$ cat src/rtl/led_pkg.sv
// Shared definitions for the LED pattern sequencer: default sizes, FSM encoding
// and the pattern-index wrap helper.
package led_pkg;

  localparam int LED_W_DEF      = 18;
  localparam int NUM_STATES_DEF = 4;
  localparam int MAX_STATES     = 8;
  localparam int IDX_W          = 3;

  typedef enum logic [1:0] {
    IDLE    = 2'd0,
    RUN     = 2'd1,
    HANDOFF = 2'd2
  } seq_state_e;

  // Next pattern index, wrapping from the last block back to block 0.
  function automatic logic [IDX_W-1:0] next_idx(input logic [IDX_W-1:0] idx,
                                                input int unsigned      count);
    return (idx == IDX_W'(count - 1)) ? '0 : idx + 1'b1;
  endfunction

endpackage

$ cat src/rtl/led_sequencer_if.sv
// Bundle between the sequencer and its downstream pattern blocks: start/enable
// levels out, done flags and concatenated LED patterns back.
interface led_sequencer_if
  import led_pkg::*;
#(
  parameter int NUM_STATES = NUM_STATES_DEF,
  parameter int LED_W      = LED_W_DEF
);

  logic [NUM_STATES-1:0]       stBegin;
  logic                        enabler;
  logic [NUM_STATES-1:0]       stOver;
  logic [NUM_STATES*LED_W-1:0] stOut;

  modport master (
    output stBegin,
    output enabler,
    input  stOver,
    input  stOut
  );

  modport slave (
    input  stBegin,
    input  enabler,
    output stOver,
    output stOut
  );

endinterface

$ cat src/rtl/led_watchdog.sv
// Saturating 16-bit run-time counter; flags expiry once it reaches TIMEOUT-1
// while enabled, and never wraps.
module led_watchdog #(
  parameter int TIMEOUT = 255
) (
  input  logic clk,
  input  logic localReset,
  input  logic clr,
  input  logic en,
  output logic expire
);

  localparam logic [15:0] LIMIT = 16'(TIMEOUT - 1);

  logic [15:0] count_q, count_d;

  always_comb begin
    count_d = count_q;
    if (clr) begin
      count_d = '0;
    end else if (en && (count_q != LIMIT)) begin
      count_d = count_q + 16'd1;
    end
  end

  always_ff @(posedge clk or posedge localReset) begin
    if (localReset) begin
      count_q <= '0;
    end else begin
      count_q <= count_d;
    end
  end

  assign expire = en && (count_q == LIMIT);

endmodule

$ cat src/rtl/led_sequencer.sv
// Pattern sequencer: starts one downstream pattern block at a time, muxes its
// LED pattern onto a registered bus, and forces an advance if a block hangs.
module led_sequencer
  import led_pkg::*;
#(
  parameter int NUM_STATES = NUM_STATES_DEF,
  parameter int LED_W      = LED_W_DEF,
  parameter int TIMEOUT    = 255
) (
  input  logic                 clk,
  input  logic                 localReset,
  input  logic                 run,
  led_sequencer_if.master      pat,
  output logic [LED_W-1:0]     out,
  output logic [IDX_W-1:0]     curIdx,
  output logic                 cycleDone,
  output logic                 timeoutErr
);

  seq_state_e              state_q, state_d;
  logic [IDX_W-1:0]        idx_q, idx_d;
  logic [NUM_STATES-1:0]   st_begin_q, st_begin_d;
  logic                    enabler_q, enabler_d;
  logic [LED_W-1:0]        out_q, out_d;
  logic                    cycle_done_q, cycle_done_d;
  logic                    timeout_err_q, timeout_err_d;

  logic                    over_sel;
  logic [LED_W-1:0]        out_sel;
  logic                    wd_clr, wd_en, wd_expire;

  // Done flag and pattern of the active block only; other blocks are ignored.
  always_comb begin
    over_sel = 1'b0;
    out_sel  = '0;
    for (int i = 0; i < NUM_STATES; i++) begin
      if (idx_q == IDX_W'(i)) begin
        over_sel = pat.stOver[i];
        out_sel  = pat.stOut[i*LED_W +: LED_W];
      end
    end
  end

  always_comb begin
    // NOTE: every signal gets a default before the case so no path can leave it unassigned and infer a latch.
    state_d       = state_q;
    idx_d         = idx_q;
    cycle_done_d  = 1'b0;
    timeout_err_d = timeout_err_q;

    unique case (state_q)
      IDLE: begin
        if (run) state_d = RUN;
      end
      RUN: begin
        if (!run) begin
          state_d = IDLE;
        end else if (over_sel) begin
          state_d = HANDOFF;
        end else if (wd_expire) begin
          state_d       = HANDOFF;
          timeout_err_d = 1'b1;
        end
      end
      HANDOFF: begin
        idx_d        = next_idx(idx_q, NUM_STATES);
        cycle_done_d = (idx_q == IDX_W'(NUM_STATES - 1));
        state_d      = run ? RUN : IDLE;
      end
      default: begin
        state_d = IDLE;
      end
    endcase

    // Outputs are registered, so they are derived from where the FSM lands.
    st_begin_d = '0;
    for (int i = 0; i < NUM_STATES; i++) begin
      st_begin_d[i] = (state_d == RUN) && (idx_d == IDX_W'(i));
    end
    enabler_d = (state_d != IDLE);
    out_d     = ((state_q == RUN) && (state_d == RUN)) ? out_sel : '0;

    wd_en  = (state_q == RUN);
    wd_clr = (state_q != RUN) || (state_d != RUN);
  end

  led_watchdog #(
    .TIMEOUT (TIMEOUT)
  ) u_watchdog (
    .clk        (clk),
    .localReset (localReset),
    .clr        (wd_clr),
    .en         (wd_en),
    .expire     (wd_expire)
  );

  // NOTE: non-blocking assignments so every flop samples pre-edge values regardless of statement order.
  always_ff @(posedge clk or posedge localReset) begin
    if (localReset) begin
      state_q       <= IDLE;
      idx_q         <= '0;
      st_begin_q    <= '0;
      enabler_q     <= 1'b0;
      out_q         <= '0;
      cycle_done_q  <= 1'b0;
      timeout_err_q <= 1'b0;
    end else begin
      state_q       <= state_d;
      idx_q         <= idx_d;
      st_begin_q    <= st_begin_d;
      enabler_q     <= enabler_d;
      out_q         <= out_d;
      cycle_done_q  <= cycle_done_d;
      timeout_err_q <= timeout_err_d;
    end
  end

  assign pat.stBegin = st_begin_q;
  assign pat.enabler = enabler_q;
  assign out         = out_q;
  assign curIdx      = idx_q;
  assign cycleDone   = cycle_done_q;
  assign timeoutErr  = timeout_err_q;

endmodule

$ cat src/flat_wrapper.sv
// flat-port wrapper written by rule: the top's interface ports become plain ports
module led_sequencer_flat import led_pkg::*;
#(
  parameter int NUM_STATES = NUM_STATES_DEF,
  parameter int LED_W      = LED_W_DEF,
  parameter int TIMEOUT    = 255
)
  (clk, localReset, run, out, curIdx, cycleDone, timeoutErr, pat_stBegin, pat_enabler, pat_stOver, pat_stOut);
  led_sequencer_if #(.NUM_STATES(NUM_STATES), .LED_W(LED_W)) pat_i ();
  input  logic clk;
  input  logic localReset;
  input  logic run;
  output logic [LED_W-1:0] out;
  output logic [IDX_W-1:0] curIdx;
  output logic cycleDone;
  output logic timeoutErr;
  output wire logic [$bits(pat_i.stBegin)-1:0] pat_stBegin;
  output wire logic [$bits(pat_i.enabler)-1:0] pat_enabler;
  input wire logic [$bits(pat_i.stOver)-1:0] pat_stOver;
  input wire logic [$bits(pat_i.stOut)-1:0] pat_stOut;
  assign pat_stBegin = pat_i.stBegin;
  assign pat_enabler = pat_i.enabler;
  assign pat_i.stOver = pat_stOver;
  assign pat_i.stOut = pat_stOut;
  led_sequencer #(.NUM_STATES(NUM_STATES), .LED_W(LED_W), .TIMEOUT(TIMEOUT)) u_core (.clk(clk), .localReset(localReset), .run(run), .pat(pat_i), .out(out), .curIdx(curIdx), .cycleDone(cycleDone), .timeoutErr(timeoutErr));
endmodule
$ cat config.mk
export PLATFORM = sky130hd
export DESIGN_NAME = led_sequencer_flat
export DESIGN_NICKNAME = d
export VERILOG_FILES = /design/src/rtl/led_pkg.sv /design/src/rtl/led_sequencer_if.sv /design/src/rtl/led_watchdog.sv /design/src/rtl/led_sequencer.sv /design/src/flat_wrapper.sv
export SDC_FILE = /design/constraint.sdc
export NUM_CORES = 1
export LEC_CHECK = 0
export ABC_AREA = 0
export CORE_MARGIN = 2
export CORE_UTILIZATION = 42
export DETAILED_ROUTE_END_ITERATION = 10
export PLACE_DENSITY_LB_ADDON = 0.15
export SLEW_MARGIN = 5
export SYNTH_ARGS = -nofsm -noshare
export SYNTH_HDL_FRONTEND = slang
export SYNTH_SLANG_ARGS = --single-unit
$ cat constraint.sdc
create_clock -name clk -period 2.6 [get_ports clk]
set_input_delay 0.52 -clock clk [delete_from_list [all_inputs] [get_ports clk]]
set_output_delay 0.52 -clock clk [all_outputs]
set_load 0.05 [all_outputs]
==> results of run 1 <==
## layout make-up
cell class / instances / area, um2 / area share, %
repair buffers: 110 / 1091 / 29.82
inverters: 7 / 26.28 / 0.7182
flip-flops and latches: 46 / 1151 / 31.46
multi-input cells: 188 / 1194 / 32.63
well taps: 72 / 90.09 / 2.462
clock inverters: 1 / 30.03 / 0.8208
clock buffers: 7 / 76.32 / 2.086
## what timing repair did
| action | CTS | global route |
|---|---|---|
| endpoints found under the setup margin | 0 | 13 |
| setup buffers | 0 | 0 |
| resized for setup | 0 | 1 |
| hold endpoints to repair | 0 | 0 |
## metal layers
metal / part of all wire (%) / up-vias
li1: - / 1098
met1: 44 / 993
met2: 48 / 81
met3: 7.4 / 6
met4: 0.95 / 0
met5: 0 / -
## final timing paths
path / to / cells after the start / startpoint
max in group asynchronous: u_core.out[16]$_DFF_PP0_ / 3 / localReset
min reg2reg: u_core.u_watchdog.count_q[0]$_DFFE_PP0P_ / 1 / u_core.u_watchdog.count_q[0]$_DFFE_PP0P_
min: u_core.u_watchdog.count_q[0]$_DFFE_PP0P_ / 1 / u_core.u_watchdog.count_q[0]$_DFFE_PP0P_
min in group asynchronous: u_core.u_watchdog.count_q[7]$_DFFE_PP0P_ / 3 / localReset
max reg2reg: u_core.pat.stBegin[0]$_DFF_PP0_ / 7 / u_core.curIdx[1]$_DFF_PP0_
max: curIdx[2] / 1 / u_core.curIdx[2]$_DFF_PP0_
## kinds of logic (layout without fill, tap and decap cells)
family	Yosys count	in the layout
and+or+nand+nor	123	123
xor gates and xnor gates	14	14
AOI/OAI and AO/OA	44	44
DFF	46	46
muxes	1	1
buffers and inverters	21	125
adders and majority gates	6	6
## cells in the mapped netlist (2+ instances only)
master	count	area, um2
sky130_fd_sc_hd__nand2_1	8	30.03
sky130_fd_sc_hd__buf_2	4	20.02
sky130_fd_sc_hd__xor2_1	10	87.58
sky130_fd_sc_hd__a21oi_1	20	100.1
sky130_fd_sc_hd__clkbuf_1	8	30.03
sky130_fd_sc_hd__nand2b_1	2	12.51
sky130_fd_sc_hd__dfrtp_1	46	1151
sky130_fd_sc_hd__inv_1	6	22.52
sky130_fd_sc_hd__nand3b_1	3	22.52
sky130_fd_sc_hd__nor2b_1	22	137.6
sky130_fd_sc_hd__xnor2_1	4	35.03
sky130_fd_sc_hd__ha_1	6	75.07
sky130_fd_sc_hd__a221oi_1	18	157.7
sky130_fd_sc_hd__nand3_1	5	25.02
sky130_fd_sc_hd__nor2_1	42	157.7
sky130_fd_sc_hd__nor3_1	25	125.1
sky130_fd_sc_hd__nand4_1	3	18.77
## report_power, final
group          switching [mW]  total, mW  internal, mW
Sequential             0.0774      0.923         0.845
Clock                   0.242      0.530         0.288
Combinational            1.13       1.86         0.726
## registers in the layout (all words and copies together) (netlist names)
name	cells
u_core.curIdx	3
u_core.cycleDone	1
u_core.out	18
u_core.pat.enabler	1
u_core.pat.stBegin	4
u_core.state_q	2
u_core.timeoutErr	1
u_core.u_watchdog.count_q	16
==> out/qor.yml, run 1 <==
status: "completed"
clkSinkCount: 46
first_pass_iters: 4
finalSetupViolations: 0
stdcell_area_um2: 3659
critical-path-top-delay-family: "buffers and inverters"
drive_gt1_share_pct: 6.128
mux_share_of_post_synthesis_cell_area_pct: 0.4107
post_dp_cell_area_um2: 3550
yosysWarnings: 0
die_height_um: 80.18
post-place-cells: 423
hold_viol: 0
maxClockFrequency_mhz: 455.3
grtUsageMet2_pct: 34.33
worst_slew_margin_rel_pct: 52.12
number_of_h_tree_levels: 2
synthXorXnorAreaFrac_pct: 5.031
synth-compound-area-share_pct: 13.30
ys_ff_latch: 46
cts-root-buf: "sky130_fd_sc_hd__clkbuf_8"
netlist_instances: 255
synth_adder_area_share_pct: 3.080
final.setup.tns_ns: 0
grt_util_met3_pct: 6.067
power_density_nw_per_um2: 905.4
synth_area_per_cell_um2: 9.558
globalRouteOverflowTotal: 0
skew_ns: 0.008554
critical_path.max_fanout: 6
tritoncts: "done"
area_growth_syn_to_layout_pct: 50.10
timing.final.ws_setup_ns: 0.4038
post_synth_edffs: 0
critPathLaunchType: "register"
power_mw: 3.312
yosysUniqueCellTypes: 40
ctsLongestPathBuffers: 2
die_w_um: 80.18
worst-setup-path-type: "reg -> out"
worst_ep_arrival_time_ns: 1.68
p_leak_nw: 1.492
worstHoldPathType: "reg -> reg"
postSynthNetCount: 340
clk_pin_slew_ns: 0.09
drv_cap: 0
final_core_util_pct: 66.03
number_of_drc_violations_after_detailed_routing: 0
route.detailed.vias_per_inst: 5.053
insertedDiodeCount: 0
floorplan.io_pins: 107
async_flop_share_pct: 100.0
worstPathCellList: "clkdlybuf4s50_1"
detail_route.iter0.violations: 135
synth-seq-area-share_pct: 47.23
number_of_antenna_violations_at_the_first_check_in_global_routing: 0
hold-worst-slack_ns: 0.4862
timing_worst_slew_pin_value_ns: 0.7150
rsz_0062_raised_after_global_routing: "false"
cp.buffers_inverters: 1
detailed_place_hpwl_um: 4952
layout.cells.most_common: "sky130_fd_sc_hd__clkdlybuf4s50_1"
cp-end-kind: "output pin"
finish.net_count: 443
design.die.area_um2: 6429
critical-path-slowest-cell: "sky130_fd_sc_hd__clkdlybuf4s50_1"
layoutNonFillerInstCount: 431
wirelength_um: 6494
global_route.usage.met1_pct: 27.46
dpl_worst_slack_ns: 0.2476
ant_nets: 0
final_max_slew_viols: 0
grt_max_degree: 47
grt_first_pass_wirelength_um: 10440
largest_voltage_drop_on_the_vdd_net_mv: 0.5893
routability_cong: 0.8100
cts_buffers: 5
main_combinational_cell_family_by_area_after_synthesis: "simple AND/OR/NAND/NOR gates"
post-route-min-period_ns: 2.196
fillers: 474
route.detailed.wl_per_inst_um: 15.07
placementRows: 27
area_of_the_placeable_core_um2: 5540
synth_ff_type: "sky130_fd_sc_hd__dfrtp_1"
start_util_pct: 43.99
final_min_period_over_clock_period_pct: 84.47
netlist_area_before_placement_um2: 2437
count_of_port_buffers_added_during_placement: 106
crit_required_ns: 2.08
clock_latency_on_the_worst_skew_pair_ns: 0.30
route.vias.total: 2178
cpPeakStageDelay_ns: 0.87
grt_busiest_layer: "met2"
slack_of_the_worst_reg_to_reg_path_ns: 0.47
grt_pass1_vias: 2143
synth-simple-area-share_pct: 27.05
track_usage_pct: 21.08
cts_hold_repair.buffers: 0
most-common-layout-cells: "sky130_fd_sc_hd__clkdlybuf4s50_1, sky130_fd_sc_hd__dfrtp_1, sky130_fd_sc_hd__nor2_1, sky130_fd_sc_hd__nor3_1, sky130_fd_sc_hd__nor2b_1"
Power figures use the tool's default switching activity.
==> run 2, diff against run 1 <==
- clock period: 2.6 -> 2.3 ns (I/O delays scaled with it)
==> out/qor.yml, run 2 (same netlist as run 1, synthesis figures left out) <==
drv_cap: 0  # unchanged
globalRouteOverflowTotal: 0  # unchanged
detail_route.iter0.violations: 88  # was 135
route.vias.total: 2200  # was 2178
status: "completed"  # unchanged
wirelength_um: 6709  # was 6494 um
power.clock.fraction_pct: 18.9  # was 16.0%
routability_cong: 0.8132  # was 0.8100
switchingPower_mw: 1.667  # was 1.453 mW
skew_ns: 0.01269  # was 0.008554 ns
cts_hold_repair.buffers: 0  # unchanged
number_of_drc_violations_after_detailed_routing: 0  # unchanged
floorplan.io_pins: 107  # unchanged
post_cts.repair.setup_buffers: 0  # unchanged
route.detailed.vias_per_inst: 5.081  # was 5.053
dpl_worst_slack_ns: -0.08558  # was 0.2476 ns
track_usage_pct: 21.69  # was 21.08%
number_of_h_tree_levels: 2  # unchanged
finalSetupViolations: 0  # unchanged
post_dp_cell_area_um2: 3565  # was 3550 um2
multi_input_gate_area_in_the_final_layout_um2: 1200  # was 1194 um2
cp-end-kind: "register"  # was output pin
grt_first_pass_wirelength_um: 10580  # was 10440 um
area_growth_syn_to_layout_pct: 52.46  # was 50.10%
power_switching_share_pct: 42.54  # was 43.86%
worst-setup-path-type: "reg -> reg"  # was reg -> out
finish.net_count: 445  # was 443
critical_path.max_fanout: 20  # was 6
register_area_um2: 1151  # unchanged
number_of_antenna_violations_at_the_first_check_in_global_routing: 0  # unchanged
cts-root-buf: "sky130_fd_sc_hd__clkbuf_8"  # unchanged
drive_gt1_share_pct: 7.479  # was 6.128%
post-route-min-period_ns: 2.116
final_min_period_over_clock_period_pct: 91.99
clkSinkCount: 46  # unchanged
grt_pass1_vias: 2173  # was 2143
detailed_place_hpwl_um: 5087  # was 4952 um
final.setup.tns_ns: 0  # unchanged
most-common-layout-cells: "sky130_fd_sc_hd__clkdlybuf4s50_1, sky130_fd_sc_hd__dfrtp_1, sky130_fd_sc_hd__nor2_1, sky130_fd_sc_hd__nor3_1, sky130_fd_sc_hd__nor2b_1"  # unchanged
power.share.combinational_pct: 54.4  # was 56.2%
critPathLaunchType: "register"  # unchanged
final_core_util_pct: 67.07  # was 66.03%
worstHoldPathType: "reg -> reg"  # unchanged
largest_register_ff_count: 18  # unchanged
final_max_slew_viols: 0  # unchanged
start_util_pct: 43.99  # unchanged
timing.final.ws_setup_ns: 0.1843  # was 0.4038 ns
timing_worst_slew_pin_value_ns: 0.7375  # was 0.7150 ns
hold_viol: 0  # unchanged
ant_nets: 0  # unchanged
maxClockFrequency_mhz: 472.7
grt_max_degree: 47  # unchanged
worst_ep_arrival_time_ns: 2.29  # was 1.68 ns
power_mw: 3.918  # was 3.312 mW
insertedDiodeCount: 0  # unchanged
stdcell_area_um2: 3716  # was 3659 um2
first_pass_iters: 4  # unchanged
layout.cells.most_common: "sky130_fd_sc_hd__clkdlybuf4s50_1"  # unchanged
die_w_um: 80.18  # unchanged
clock_latency_on_the_worst_skew_pair_ns: 0.31  # was 0.30 ns
crit_required_ns: 2.48  # was 2.08 ns
ctsLongestPathBuffers: 2  # unchanged
seq_power_share_pct: 26.7  # was 27.9%
cts_buffers: 5  # unchanged
route.detailed.wl_per_inst_um: 15.49  # was 15.07 um
fillers: 477  # was 474
rsz_0062_raised_after_global_routing: "true"  # was false
power_density_nw_per_um2: 1054  # was 905.4 nW/um2
die_height_um: 80.18  # unchanged
tritoncts: "done"  # unchanged
area_of_the_placeable_core_um2: 5540  # unchanged
largest_voltage_drop_on_the_vdd_net_mv: 0.5656  # was 0.5893 mV
design.die.area_um2: 6429  # unchanged
clk_pin_slew_ns: 0.08  # was 0.09 ns
p_leak_nw: 1.522  # was 1.492 nW
internal_power_mw: 2.251  # was 1.860 mW
count_of_port_buffers_added_during_placement: 106  # unchanged
placementRows: 27  # unchanged
worst_slew_margin_rel_pct: 50.61  # was 52.12%
-- run 2: final cells by class --
cell class,count,share of cell area (%)
repair buffers,112,29.76
clock buffers,6,2.222
clock inverters,2,1.616
well taps,72,2.424
inverters,7,0.7071
flip-flops and latches,46,30.98
multi-input cells,188,32.29
-- run 2: what timing repair did --
action / in CTS / in global routing
cloned: 0 / 0
setup endpoints to repair: 18 / 4
resized for setup: 1 / 1
-- run 2: per-stage QoR --
stage | hold slack [ns] | std cells
after floorplan | 0.4441 | 255
after global placement | 0.4672 | 425
after detailed placement | 0.4883 | 425
after CTS | 0.5047 | 433
after global routing | 0.5239 | 433
final | 0.4968 | 433
-- run 2: worst paths after layout --
check / slack [ns] / start / depth (start not counted) / end
min reg2reg: 0.50 / u_core.u_watchdog.count_q[0]$_DFFE_PP0P_ / 1 / u_core.u_watchdog.count_q[0]$_DFFE_PP0P_
max: 0.18 / u_core.curIdx[0]$_DFF_PP0_ / 7 / u_core.u_watchdog.count_q[15]$_DFFE_PP0P_
min in group asynchronous: 0.60 / localReset / 3 / u_core.u_watchdog.count_q[6]$_DFFE_PP0P_
min: 0.50 / u_core.u_watchdog.count_q[0]$_DFFE_PP0P_ / 1 / u_core.u_watchdog.count_q[0]$_DFFE_PP0P_
max in group asynchronous: 1.30 / localReset / 3 / u_core.cycleDone$_DFF_PP0_
max reg2reg: 0.18 / u_core.curIdx[0]$_DFF_PP0_ / 7 / u_core.u_watchdog.count_q[15]$_DFFE_PP0P_
-- run 2: power groups by stage --
stage / combinational, mW / sequential (mW) / clock, mW
3_5_place_dp: 2.12 / 1.06 / 0
6_report: 2.13 / 1.04 / 0.741
4_1_cts: 2.14 / 1.05 / 0.751
2_1_floorplan: 1.06 / 1.49 / 0
5_1_grt: 2.33 / 1.06 / 0.783
3_3_place_gp: 2.10 / 1.05 / 0
-- run 2: routing by layer --
layer / vias to the layer above / share of wire, % / GRT usage [%]
li1: 1104 / - / -
met1: 1014 / 43 / 27.47
met2: 74 / 48 / 35.50
met3: 8 / 6.5 / 6.292
met4: 0 / 1.6 / 7.119
met5: - / 0 / 0
-- run 2: worst max-delay path: stages, from the launching register on --
cell and delay [ns]:
sky130_fd_sc_hd__dfrtp_1 0.42, sky130_fd_sc_hd__ha_1 0.24, sky130_fd_sc_hd__buf_4 0.21, sky130_fd_sc_hd__nand3b_1 0.22, sky130_fd_sc_hd__a2111oi_4 0.40, sky130_fd_sc_hd__nor3_4 0.13, sky130_fd_sc_hd__nand2_2 0.28, sky130_fd_sc_hd__nor2_1 0.09
==> run 3, diff against run 2 <==
- ABC_CLOCK_PERIOD_IN_PS: default -> 2300
- CORE_UTILIZATION: 42 -> 35
- SLEW_MARGIN: 5 -> 25
==> out/qor.yml, run 3 (same netlist as run 1, synthesis figures left out) <==
drv_cap: 0  # unchanged
cts_buffers: 5  # unchanged
count_of_port_buffers_added_during_placement: 106  # unchanged
grt_pass1_vias: 2112  # was 2173
critPathLaunchType: "register"  # unchanged
critical_path.max_fanout: 5  # was 20
hold_path_startpoint: "u_core.u_watchdog.count_q[0]$_DFFE_PP0P_"  # unchanged
maxClockFrequency_mhz: 480.4  # was 472.7 MHz
number_of_drc_violations_after_detailed_routing: 0  # unchanged
clkSinkCount: 46  # unchanged
hold_path_end: "u_core.u_watchdog.count_q[0]$_DFFE_PP0P_"  # unchanged
route.detailed.vias_per_inst: 4.909  # was 5.081
slack_of_the_worst_reg_to_reg_path_ns: 0.22  # was 0.18 ns
tritoncts: "done"  # unchanged
clock_latency_on_the_worst_skew_pair_ns: 0.29  # was 0.31 ns
hold-worst-slack_ns: 0.4851  # was 0.4968 ns
start_util_pct: 36.07  # was 43.99%
detail_route.iter0.violations: 77  # was 88
critical-path-top-delay-family: "compound AO/OA/AOI/OAI gates"  # was simple AND/OR/NAND/NOR gates
p_leak_nw: 1.493  # was 1.522 nW
worst-setup-path-type: "reg -> reg"  # unchanged
most-common-layout-cells: "sky130_fd_sc_hd__clkdlybuf4s50_1, sky130_fd_sc_hd__dfrtp_1, sky130_fd_sc_hd__nor2_1, sky130_fd_sc_hd__nor3_1, sky130_fd_sc_hd__nor2b_1"  # unchanged
critical_path.reg2reg.endpoint: "u_core.pat.stBegin[0]$_DFF_PP0_"  # was u_core.u_watchdog.count_q[15]$_DFFE_PP0P_
status: "completed"  # unchanged
post_cts.resized_instances: 0  # was 1
ctsLongestPathBuffers: 2  # unchanged
grt_first_pass_wirelength_um: 10120  # was 10580 um
largest_voltage_drop_on_the_vdd_net_mv: 0.4103  # was 0.5656 mV
cp-end-kind: "register"  # unchanged
worstPathCellList: "inv_1 -> ha_1 -> nand3b_1 -> a2111oi_4 -> nor3_4 -> a31oi_1 -> nor3_1"  # was ha_1 -> buf_4 -> nand3b_1 -> a2111oi_4 -> nor3_4 -> nand2_2 -> nor2_1
finalSetupViolations: 0  # unchanged
post-route-min-period_ns: 2.082  # was 2.116 ns
post_cts.repair.setup_buffers: 0  # unchanged
final.setup.tns_ns: 0  # unchanged
area_growth_syn_to_layout_pct: 50.31  # was 52.46%
clk_pin_slew_ns: 0.08  # about the same
timing_worst_slew_pin_value_ns: 0.5397  # was 0.7375 ns
route.detailed.wl_per_inst_um: 14.58  # was 15.49 um
drive_gt1_share_pct: 6.111  # was 7.479%
layoutNonFillerInstCount: 440  # was 433
grt_max_degree: 47  # unchanged
routability_cong: 0.8343  # was 0.8132
post_dp_cell_area_um2: 3587  # was 3565 um2
hold_viol: 0  # unchanged
area_of_the_placeable_core_um2: 6756  # was 5540 um2
post-place-cells: 433  # was 425
register_area_um2: 1151  # unchanged
stdcell_area_um2: 3664  # was 3716 um2
ff2ff_path_depth: 7  # unchanged
power_density_nw_per_um2: 994.4  # was 1054 nW/um2
largest_register_ff_count: 18  # unchanged
critical-path-slowest-cell: "sky130_fd_sc_hd__dfrtp_1"  # unchanged
first_pass_iters: 4  # unchanged
crit_required_ns: 2.47  # was 2.48 ns
cts-root-buf: "sky130_fd_sc_hd__clkbuf_8"  # unchanged
rr_startpoint: "u_core.curIdx[1]$_DFF_PP0_"  # was u_core.curIdx[0]$_DFF_PP0_
dpl_worst_slack_ns: 0.1428  # was -0.08558 ns
route.vias.total: 2160  # was 2200
detailed_place_hpwl_um: 4853  # was 5087 um
min_delay_path_depth: 1  # unchanged
die_w_um: 87.45  # was 80.18 um
final_max_slew_viols: 0  # unchanged
number_of_antenna_violations_at_the_first_check_in_global_routing: 0  # unchanged
number_of_h_tree_levels: 2  # unchanged
cpPeakStageDelay_ns: 0.43  # was 0.42 ns
final_min_period_over_clock_period_pct: 90.50  # was 91.99%
design.die.area_um2: 7648  # was 6429 um2
wirelength_um: 6417  # was 6709 um
finish.net_count: 445  # unchanged
globalRouteOverflowTotal: 0  # unchanged
cts_hold_repair.buffers: 0  # unchanged
floorplan.io_pins: 107  # unchanged
fillers: 648  # was 477
ant_nets: 0  # unchanged
skew_ns: 0.005476  # was 0.01269 ns
placementRows: 30  # was 27
layout.cells.most_common: "sky130_fd_sc_hd__clkdlybuf4s50_1"  # unchanged
worst_slew_margin_rel_pct: 63.91  # was 50.61%
multi_input_gate_area_in_the_final_layout_um2: 1191  # was 1200 um2
cp.buffers_inverters: 1  # unchanged
worst_ep_arrival_time_ns: 2.25  # was 2.29 ns
insertedDiodeCount: 0  # unchanged
die_height_um: 87.45  # was 80.18 um
track_usage_pct: 16.94  # was 21.69%
worstHoldPathType: "reg -> reg"  # unchanged
rsz_0062_raised_after_global_routing: "false"  # was true
timing.final.ws_setup_ns: 0.2184  # was 0.1843 ns
-- run 3: layer usage --
layer | up-vias | part of all wire [%] | track usage [%]
met4 | 0 | 1.3 | 5.035
met3 | 6 | 7.7 | 5.782
met1 | 973 | 47 | 23.84
met5 | - | 0 | 0
li1 | 1106 | - | -
met2 | 75 | 44 | 24.59
-- run 3: where the power goes --
| group | leakage (nW) | internal, mW | total (mW) | switching (mW) |
|---|---|---|---|---|
| sequential | 0.629 | 0.956 | 1.05 | 0.0898 |
| clock | 0.0383 | 0.210 | 0.463 | 0.253 |
| combinational | 0.825 | 0.836 | 2.13 | 1.30 |
| total | 1.49 | 2.00 | 3.64 | 1.64 |
-- run 3: worst max path at each step --
| stage | slack (ns) | endpoint | cells past startpoint | from |
|---|---|---|---|---|
| floorplan | 0.08 | u_core.u_watchdog.count_q[12]$_DFFE_PP0P_ | 9 | u_core.curIdx[0]$_DFF_PP0_ |
| global placement | 0.21 | u_core.pat.stBegin[2]$_DFF_PP0_ | 6 | pat_stOver[1] |
| detailed placement | 0.14 | u_core.pat.stBegin[0]$_DFF_PP0_ | 6 | pat_stOver[1] |
| CTS | 0.21 | u_core.pat.stBegin[0]$_DFF_PP0_ | 7 | u_core.curIdx[1]$_DFF_PP0_ |
| global route | 0.1 | u_core.out[15]$_DFF_PP0_ | 9 | u_core.curIdx[1]$_DFF_PP0_ |
| finish | 0.22 | u_core.pat.stBegin[0]$_DFF_PP0_ | 7 | u_core.curIdx[1]$_DFF_PP0_ |
-- run 3: through the flow --
stage,power [mW],utilization [%]
after detailed placement,3.195,53.09
after global placement,3.201,53.09
after CTS,3.674,54.22
after floorplan,2.556,-
after global routing,3.892,54.22
final,3.643,54.22
-- run 3: area by class of cell --
cell class	instances	area share, %
Clock buffer	7	2.083
Inverter	7	0.7172
Multi-Input combinational cell	188	32.51
Sequential cell	46	31.42
Tap cell	80	2.732
Timing Repair Buffer	112	30.53
